**src/rtl/regbus_arbiter.sv**
```systemverilog
// Round-robin arbiter between the SPI register bridge (port A) and the Maple
// sequencer (port B) for the shared one-hot register bus.
module regbus_arbiter #(
    parameter int num_regs    = 128,
    parameter int wait_cycles = 0
) (
    input  logic                clk,
    input  logic                rst_n,
    input  logic                a_req,
    input  logic                a_wr,
    input  logic [6:0]          a_addr,
    input  logic [7:0]          a_wdata,
    output logic [7:0]          a_rdata,
    output logic                a_ack,
    output logic                a_err,
    input  logic                b_req,
    input  logic                b_wr,
    input  logic [6:0]          b_addr,
    input  logic [7:0]          b_wdata,
    output logic [7:0]          b_rdata,
    output logic                b_ack,
    output logic                b_err,
    output logic [num_regs-1:0] cs,
    output logic                we,
    output logic [7:0]          regdata_write,
    input  logic [7:0]          regdata_read,
    output logic                busy
);

    typedef enum logic [1:0] {IDLE, ACCESS, DONE} state_t;

    localparam logic [7:0] NUM_REGS = 8'(num_regs);
    localparam logic [3:0] WAIT_LD  = 4'(wait_cycles);

    state_t               state;
    logic                 last_grant;  // 0 = A, 1 = B
    logic                 gnt_port;
    logic                 gnt_wr;
    logic                 gnt_err;
    logic [3:0]           wait_cnt;

    logic                 pick_b;
    logic                 sel_wr;
    logic [6:0]           sel_addr;
    logic [7:0]           sel_wdata;
    logic                 sel_in_range;
    logic [num_regs-1:0]  cs_dec;

    // Handshake: a port raises req with stable wr/addr/wdata and holds it until
    // the cycle ack is high; req still high after that is a fresh request.
    always_comb begin
        pick_b       = b_req && (!a_req || !last_grant);
        sel_wr       = pick_b ? b_wr    : a_wr;
        sel_addr     = pick_b ? b_addr  : a_addr;
        sel_wdata    = pick_b ? b_wdata : a_wdata;
        sel_in_range = ({1'b0, sel_addr} < NUM_REGS);
        cs_dec       = '0;
        for (int i = 0; i < num_regs; i++) begin
            if (sel_addr == 7'(i)) cs_dec[i] = 1'b1;
        end
    end

    always_ff @(posedge clk or negedge rst_n) begin
        if (!rst_n) begin
            state         <= IDLE;
            last_grant    <= 1'b1;
            gnt_port      <= 1'b0;
            gnt_wr        <= 1'b0;
            gnt_err       <= 1'b0;
            wait_cnt      <= '0;
            cs            <= '0;
            we            <= 1'b0;
            regdata_write <= '0;
            a_rdata       <= '0;
            b_rdata       <= '0;
            a_ack         <= 1'b0;
            b_ack         <= 1'b0;
            a_err         <= 1'b0;
            b_err         <= 1'b0;
            busy          <= 1'b0;
        end else begin
            case (state)
                IDLE: begin
                    if (a_req || b_req) begin
                        gnt_port      <= pick_b;
                        gnt_wr        <= sel_wr;
                        gnt_err       <= !sel_in_range;
                        last_grant    <= pick_b;
                        wait_cnt      <= WAIT_LD;
                        cs            <= cs_dec;
                        we            <= sel_wr && sel_in_range;
                        regdata_write <= sel_wdata;
                        busy          <= 1'b1;
                        state         <= ACCESS;
                    end
                end
                ACCESS: begin
                    if (wait_cnt == 4'd0) begin
                        // Out-of-range reads float high, as an undriven bus would.
                        if (!gnt_wr) begin
                            if (gnt_port) b_rdata <= gnt_err ? 8'hFF : regdata_read;
                            else          a_rdata <= gnt_err ? 8'hFF : regdata_read;
                        end
                        if (gnt_port) begin
                            b_ack <= 1'b1;
                            b_err <= gnt_err;
                        end else begin
                            a_ack <= 1'b1;
                            a_err <= gnt_err;
                        end
                        cs            <= '0;
                        we            <= 1'b0;
                        regdata_write <= '0;
                        state         <= DONE;
                    end else begin
                        wait_cnt <= wait_cnt - 4'd1;
                    end
                end
                DONE: begin
                    a_ack <= 1'b0;
                    b_ack <= 1'b0;
                    a_err <= 1'b0;
                    b_err <= 1'b0;
                    busy  <= 1'b0;
                    state <= IDLE;
                end
                default: state <= IDLE;
            endcase
        end
    end

endmodule

```
**config.mk**
```make
export PLATFORM = sky130hd
export DESIGN_NAME = regbus_arbiter
export DESIGN_NICKNAME = d
export VERILOG_FILES = /design/src/rtl/regbus_arbiter.sv
export SDC_FILE = /design/constraint.sdc
export NUM_CORES = 1
export LEC_CHECK = 0
export ABC_AREA = 0
export BUFFER_PORTS_ARGS = -buffer_cell sky130_fd_sc_hd__buf_2
export CAP_MARGIN = 0
export CORE_MARGIN = 2
export CORE_UTILIZATION = 47
export DETAILED_ROUTE_END_ITERATION = 6
export PLACE_DENSITY = 0.85
export SLEW_MARGIN = 30
export SYNTH_ARGS = -nofsm -noshare
export SYNTH_HDL_FRONTEND = slang
export SYNTH_SLANG_ARGS = --single-unit
export TNS_END_PERCENT = 5
```
**constraint.sdc**
```tcl
create_clock -name clk -period 2.4 [get_ports clk]
set_clock_uncertainty 0.2 [all_clocks]
set_input_delay 0.48 -clock clk [delete_from_list [all_inputs] [get_ports clk]]
set_output_delay 0.48 -clock clk [all_outputs]
set_load 0.02 [all_outputs]
```
**Word level (Yosys, flattened, before mapping)**

Index checks and enable logic that the tools add are counted.

- Flip-flop bits (word level): 167
- Bits of input ports: 44
- Output and inout port bits: 158
- Word-level logic and storage cells: 332

- $add $sub $neg: 1
- Equality and inequality tests: 134
- Bitwise gates (word level): 2
- Muxes and demuxes: 160
- Reduce and logical (&&, ||, !) cells: 20

Operators by type and width:

| operator | number |
|---|---|
| 7-bit == test (second input constant) | 64 |
| 128-bit 2-to-1 mux | 2 |
| 128-bit one-hot mux with 2 select lines | 1 |
| 7-bit by 6-bit == test with 1-bit output (second input constant) | 32 |
| 1-bit 2-to-1 mux | 140 |
| 7-bit by 5-bit == test with 1-bit output (second input constant) | 16 |
| 7-bit by 4-bit == test with 1-bit output (second input constant) | 8 |
| 7-bit by 3-bit == test with 1-bit output (second input constant) | 4 |
| 8-bit 2-to-1 mux | 3 |
| 8-bit one-hot mux with 2 select lines | 1 |
| 7-bit by 2-bit == test with 1-bit output (second input constant) | 2 |
| 1-bit one-hot mux with 2 select lines | 6 |
| 3-bit AND reduction | 4 |
| 2-bit inequality test (second input constant) | 5 |
| 4-bit 2-to-1 mux | 2 |
| 4-bit one-hot mux with 2 select lines | 1 |
| 4-bit AND reduction | 2 |
| 7-bit by 1-bit == test with 1-bit output (second input constant) | 1 |
| 7-bit logical NOT | 1 |
| 7-bit 2-to-1 mux | 1 |
| 2-bit AND reduction | 3 |
| 2-bit nonzero test | 3 |
| 4-bit logical NOT | 1 |
| 2-bit 2-to-1 mux | 2 |
| 9 further kinds | 12 |

**Longest topological paths before layout**

- Depth in word-level cells: 8
- Mapped depth: 9
- Gate-level depth less buffers: 6

**Least setup slack after synthesis**

OpenSTA, ideal clock, no wires.

- Path type: register -> register
- Start: reg wait_cnt[0]
- End: reg a_rdata[0]
- Library setup time: 0.125 ns
- Data required time: 2.075 ns
- Buffers on the path: 1
- Data arrival time: 1.787 ns
- Slack: 0.288 ns
- Stages on the path, launching flop included: 7
- Cell sequence: dfrtp_1 -> inv_1 -> ha_1 -> or3b_1 -> buf_6 -> nor4_4 -> mux2_2

- Word-level cells in the longest chain between the ends: 2

RTL lines:

| element | line | RTL |
|---|---|---|
| from (decl) | 40 | `logic [3:0] wait_cnt;` |
| from (signal assigned) | 116 | `wait_cnt <= wait_cnt - 4'd1;` |
| 4-bit logical NOT | 98 | `if (wait_cnt == 4'd0) begin` |
| 4-bit AND reduction (no line) | - |  |
| to (signal assigned) | 102 | `else a_rdata <= gnt_err ? 8'hFF : regdata_read;` |
| to (decl) | 13 | `output logic [7:0] a_rdata,` |

No other way between the ends.
A chain may end at the register's enable or synchronous reset.

**Worst setup path in the final report**

- Start: reg wait_cnt[0]
- End: reg cs[2]

- Word-level cells in the longest chain between the ends: 3

RTL lines:

| element | line | RTL |
|---|---|---|
| 4-bit logical NOT | 98 |  |
| 2-bit inequality test (no line) | - |  |
| 3-bit AND reduction (no line) | - |  |
| to (signal assigned) | 90 | `cs <= cs_dec;` |
| to (decl) | 23 | `output logic [num_regs-1:0] cs,` |

No other way between the ends.

==> qor.txt <==
Power Density -> 1045 nW/µm²
DP HPWL -> 13630 µm
# nets final -> 787
Clock Tree Buf Depth -> 2
Worst VDD drop -> 0.7569 mV
Final setup viols -> 0
Worst-skew pair later-pin latency -> 0.42 ns
Hold Slack -> 0.09959 ns
Fin crit period -> 2.285 ns
Vias per inst -> 5.884
Largest net degree at the start of global routing -> 63
Commonest non-fill, non-tap cells in the layout -> buf_2, dfrtp_1, o2bb2ai_1, a22o_1, nand2_1
Post-route antenna net violation count -> 0
Cell depth of the worst setup path -> 7
Vias in the first global route -> 5535
Max Cap Violations -> 0
Final TNS setup -> 0 ns
Fin cells -> 934
Initial Util -> 0.4864
H-tree depth -> 4
Multi-input gate area -> 2479 µm²
Sequential cell area -> 4130 µm²
GPL Wtd Cong -> 0.8826
FFs w/ async S/R, synth -> 1.000
Detailed-route via count -> 5496
WP buf/inv -> 2
Post-synth EDFFs -> 0
Worst slew pin tran -> 0.7322 ns
Startpoint Class -> flip-flop
Area Growth Syn to Fin -> 29.39%
Slew HR -> 0.5086
CORE AREA -> 13990 µm²
Height of the die -> 124.3 µm
R2R depth -> 7
Crit path largest cell delay -> 0.49 ns
DRT Wirelength -> 18900 µm
Chip width -> 124.3 µm
Global route total overflow -> 0
Final hold vios -> 0
Post-Syn Area per Cell -> 13.06 µm²
Initial drt markers -> 490
Fin crit share -> 0.9521
Antenna violations before repair -> 1
# fillers -> 1085
Crit path max fanout -> 33
CP top delay family -> simple AND/OR/NAND/NOR gates
Die Area -> 15460 µm²
Worst Path Arrival -> 2.39 ns
Status -> finished clean
Slew Limit Fails -> 0
Post-Syn Area -> 6804 µm²
Final Worst Setup Slack -> 0.1150 ns
Hold depth -> 2
Crit-path cells -> inv_1 > ha_1 > or3b_1 > nor2_8 > nor2_4 > buf_12 > a22o_1
CTS Root Cell -> clkbuf_16
Yosys reg bits -> 165
RSZ-0062 raised after global routing -> false
DP Worst Slack -> -0.02237 ns
Synth warn -> 0
Total CTS buffers -> 17
Ant diodes -> 0
Mapped Cells -> 521
DRC violations left -> 0
Required time of the worst setup path -> 2.51 ns
Drt pass-1 iters -> 5
Sink Count -> 165
Share of layout cells above drive strength 1 -> 0.3886
Leakage power -> 0.004526 µW
Placed insts -> 898
Drt wl/cell -> 20.24 µm
Ports -> 202
Clock Pin Slew Worst Setup and Hold Paths -> 0.06 ns
Netlist cell types -> 44
Commonest non-fill, non-tap cell in the layout -> buf_2
Row count -> 43
CP max stage cell -> or3b_1
Register area share after synthesis -> 0.6070
Number of port buffers -> 199
Maximum clock rate -> 0.4376 GHz
Global-route wire length before repair -> 30330 µm
Worst setup EP type -> flip-flop
Crit Path Class -> reg -> reg
Dominant synthesized flop cell -> dfrtp_1
CTS tree -> yes
Total Routing Usage GR -> 0.2483
Class of the worst hold path -> in -> reg
## final timing paths
kind,startpoint,endpoint,slack (ns)
max,wait_cnt[0]$_DFFE_PN0P_,cs[2]$_DFFE_PN0P_,0.12
min,regdata_read[2],b_rdata[2]$_DFFE_PN0P_,0.1
max reg2reg,wait_cnt[0]$_DFFE_PN0P_,cs[2]$_DFFE_PN0P_,0.12
min reg2reg,regdata_write[6]$_DFFE_PN0P_,regdata_write[6]$_DFFE_PN0P_,0.28
max in group asynchronous,rst_n,cs[82]$_DFFE_PN0P_,0.91
min in group asynchronous,rst_n,cs[23]$_DFFE_PN0P_,0.38
## stage by stage
step	instance area, µm²	power, µW	util
after floorplan	6808	5399	-
after global placement	8122	6092	0.5806
after detailed placement	8122	6225	0.5806
after CTS	8780	9190	0.6276
after global routing	8803	9615	0.6293
final	8803	9198	0.6293
## cell usage after synthesis (7+ instances only)
library cell,number,area share
a22o_1,65,0.084
buf_2,15,0.011
buf_6,9,0.015
dfrtp_1,164,0.60
mux2_2,20,0.033
mux2i_1,16,0.024
nand2_1,27,0.015
nand3_1,7,0.0051
nor2_1,27,0.015
nor3_1,14,0.010
nor3b_1,7,0.0077
o2bb2ai_1,72,0.093
## state kept, by name, indices dropped and copies added, names as in the netlist
name	count
b_rdata	8
a_ack	1
cs	128
busy	1
wait_cnt	4
a_rdata	8
we	1
regdata_write	8
state	2
b_ack	1
gnt_port	1
last_grant	1
gnt_wr	1
## cells by family after synthesis
group,share of synthesized area
fa+ha+maj,0.003677
other cells,0.0005511
mux,0.05664
buf+inv,0.03255
xor+xnor,0.002575
compound gates,0.2109
simple gates,0.08606
flops,0.6070
## final cells by class
class                           count  area share
Sequential cell                   165      0.4692
Multi-Input combinational cell    324      0.2816
Timing Repair Buffer              231      0.1499
Clock buffer                       20     0.05301
Tap cell                          180     0.02558
Clock inverter                     12     0.01990
Inverter                            2   0.0008528
## timing repair
item | in CTS | in global routing
hold buffers | 1 | 0
endpoints found under the hold margin | 47 | 0
gates cloned | 1 | 0
setup endpoints to repair | 62 | 60
pin swaps | 1 | 1
resized for setup | 0 | 1
buffers inserted | 0 | 2
## per-layer routing
metal | global-route usage | up-vias | wire length, µm
met5 | 0 | - | 13
met2 | 0.4034 | 273 | 9296
li1 | - | 2412 | -
met4 | 0.1203 | 2 | 696
met1 | 0.3189 | 2751 | 7698
met3 | 0.05198 | 58 | 1196
## power breakdown
group          internal (µW)  leakage, µW  switching [µW]
Clock                   1820     0.000308            1090
Sequential              3150      0.00223             242
Combinational           1020      0.00198            1870
Total                   5990      0.00453            3200
Power figures use the tool's default switching activity.
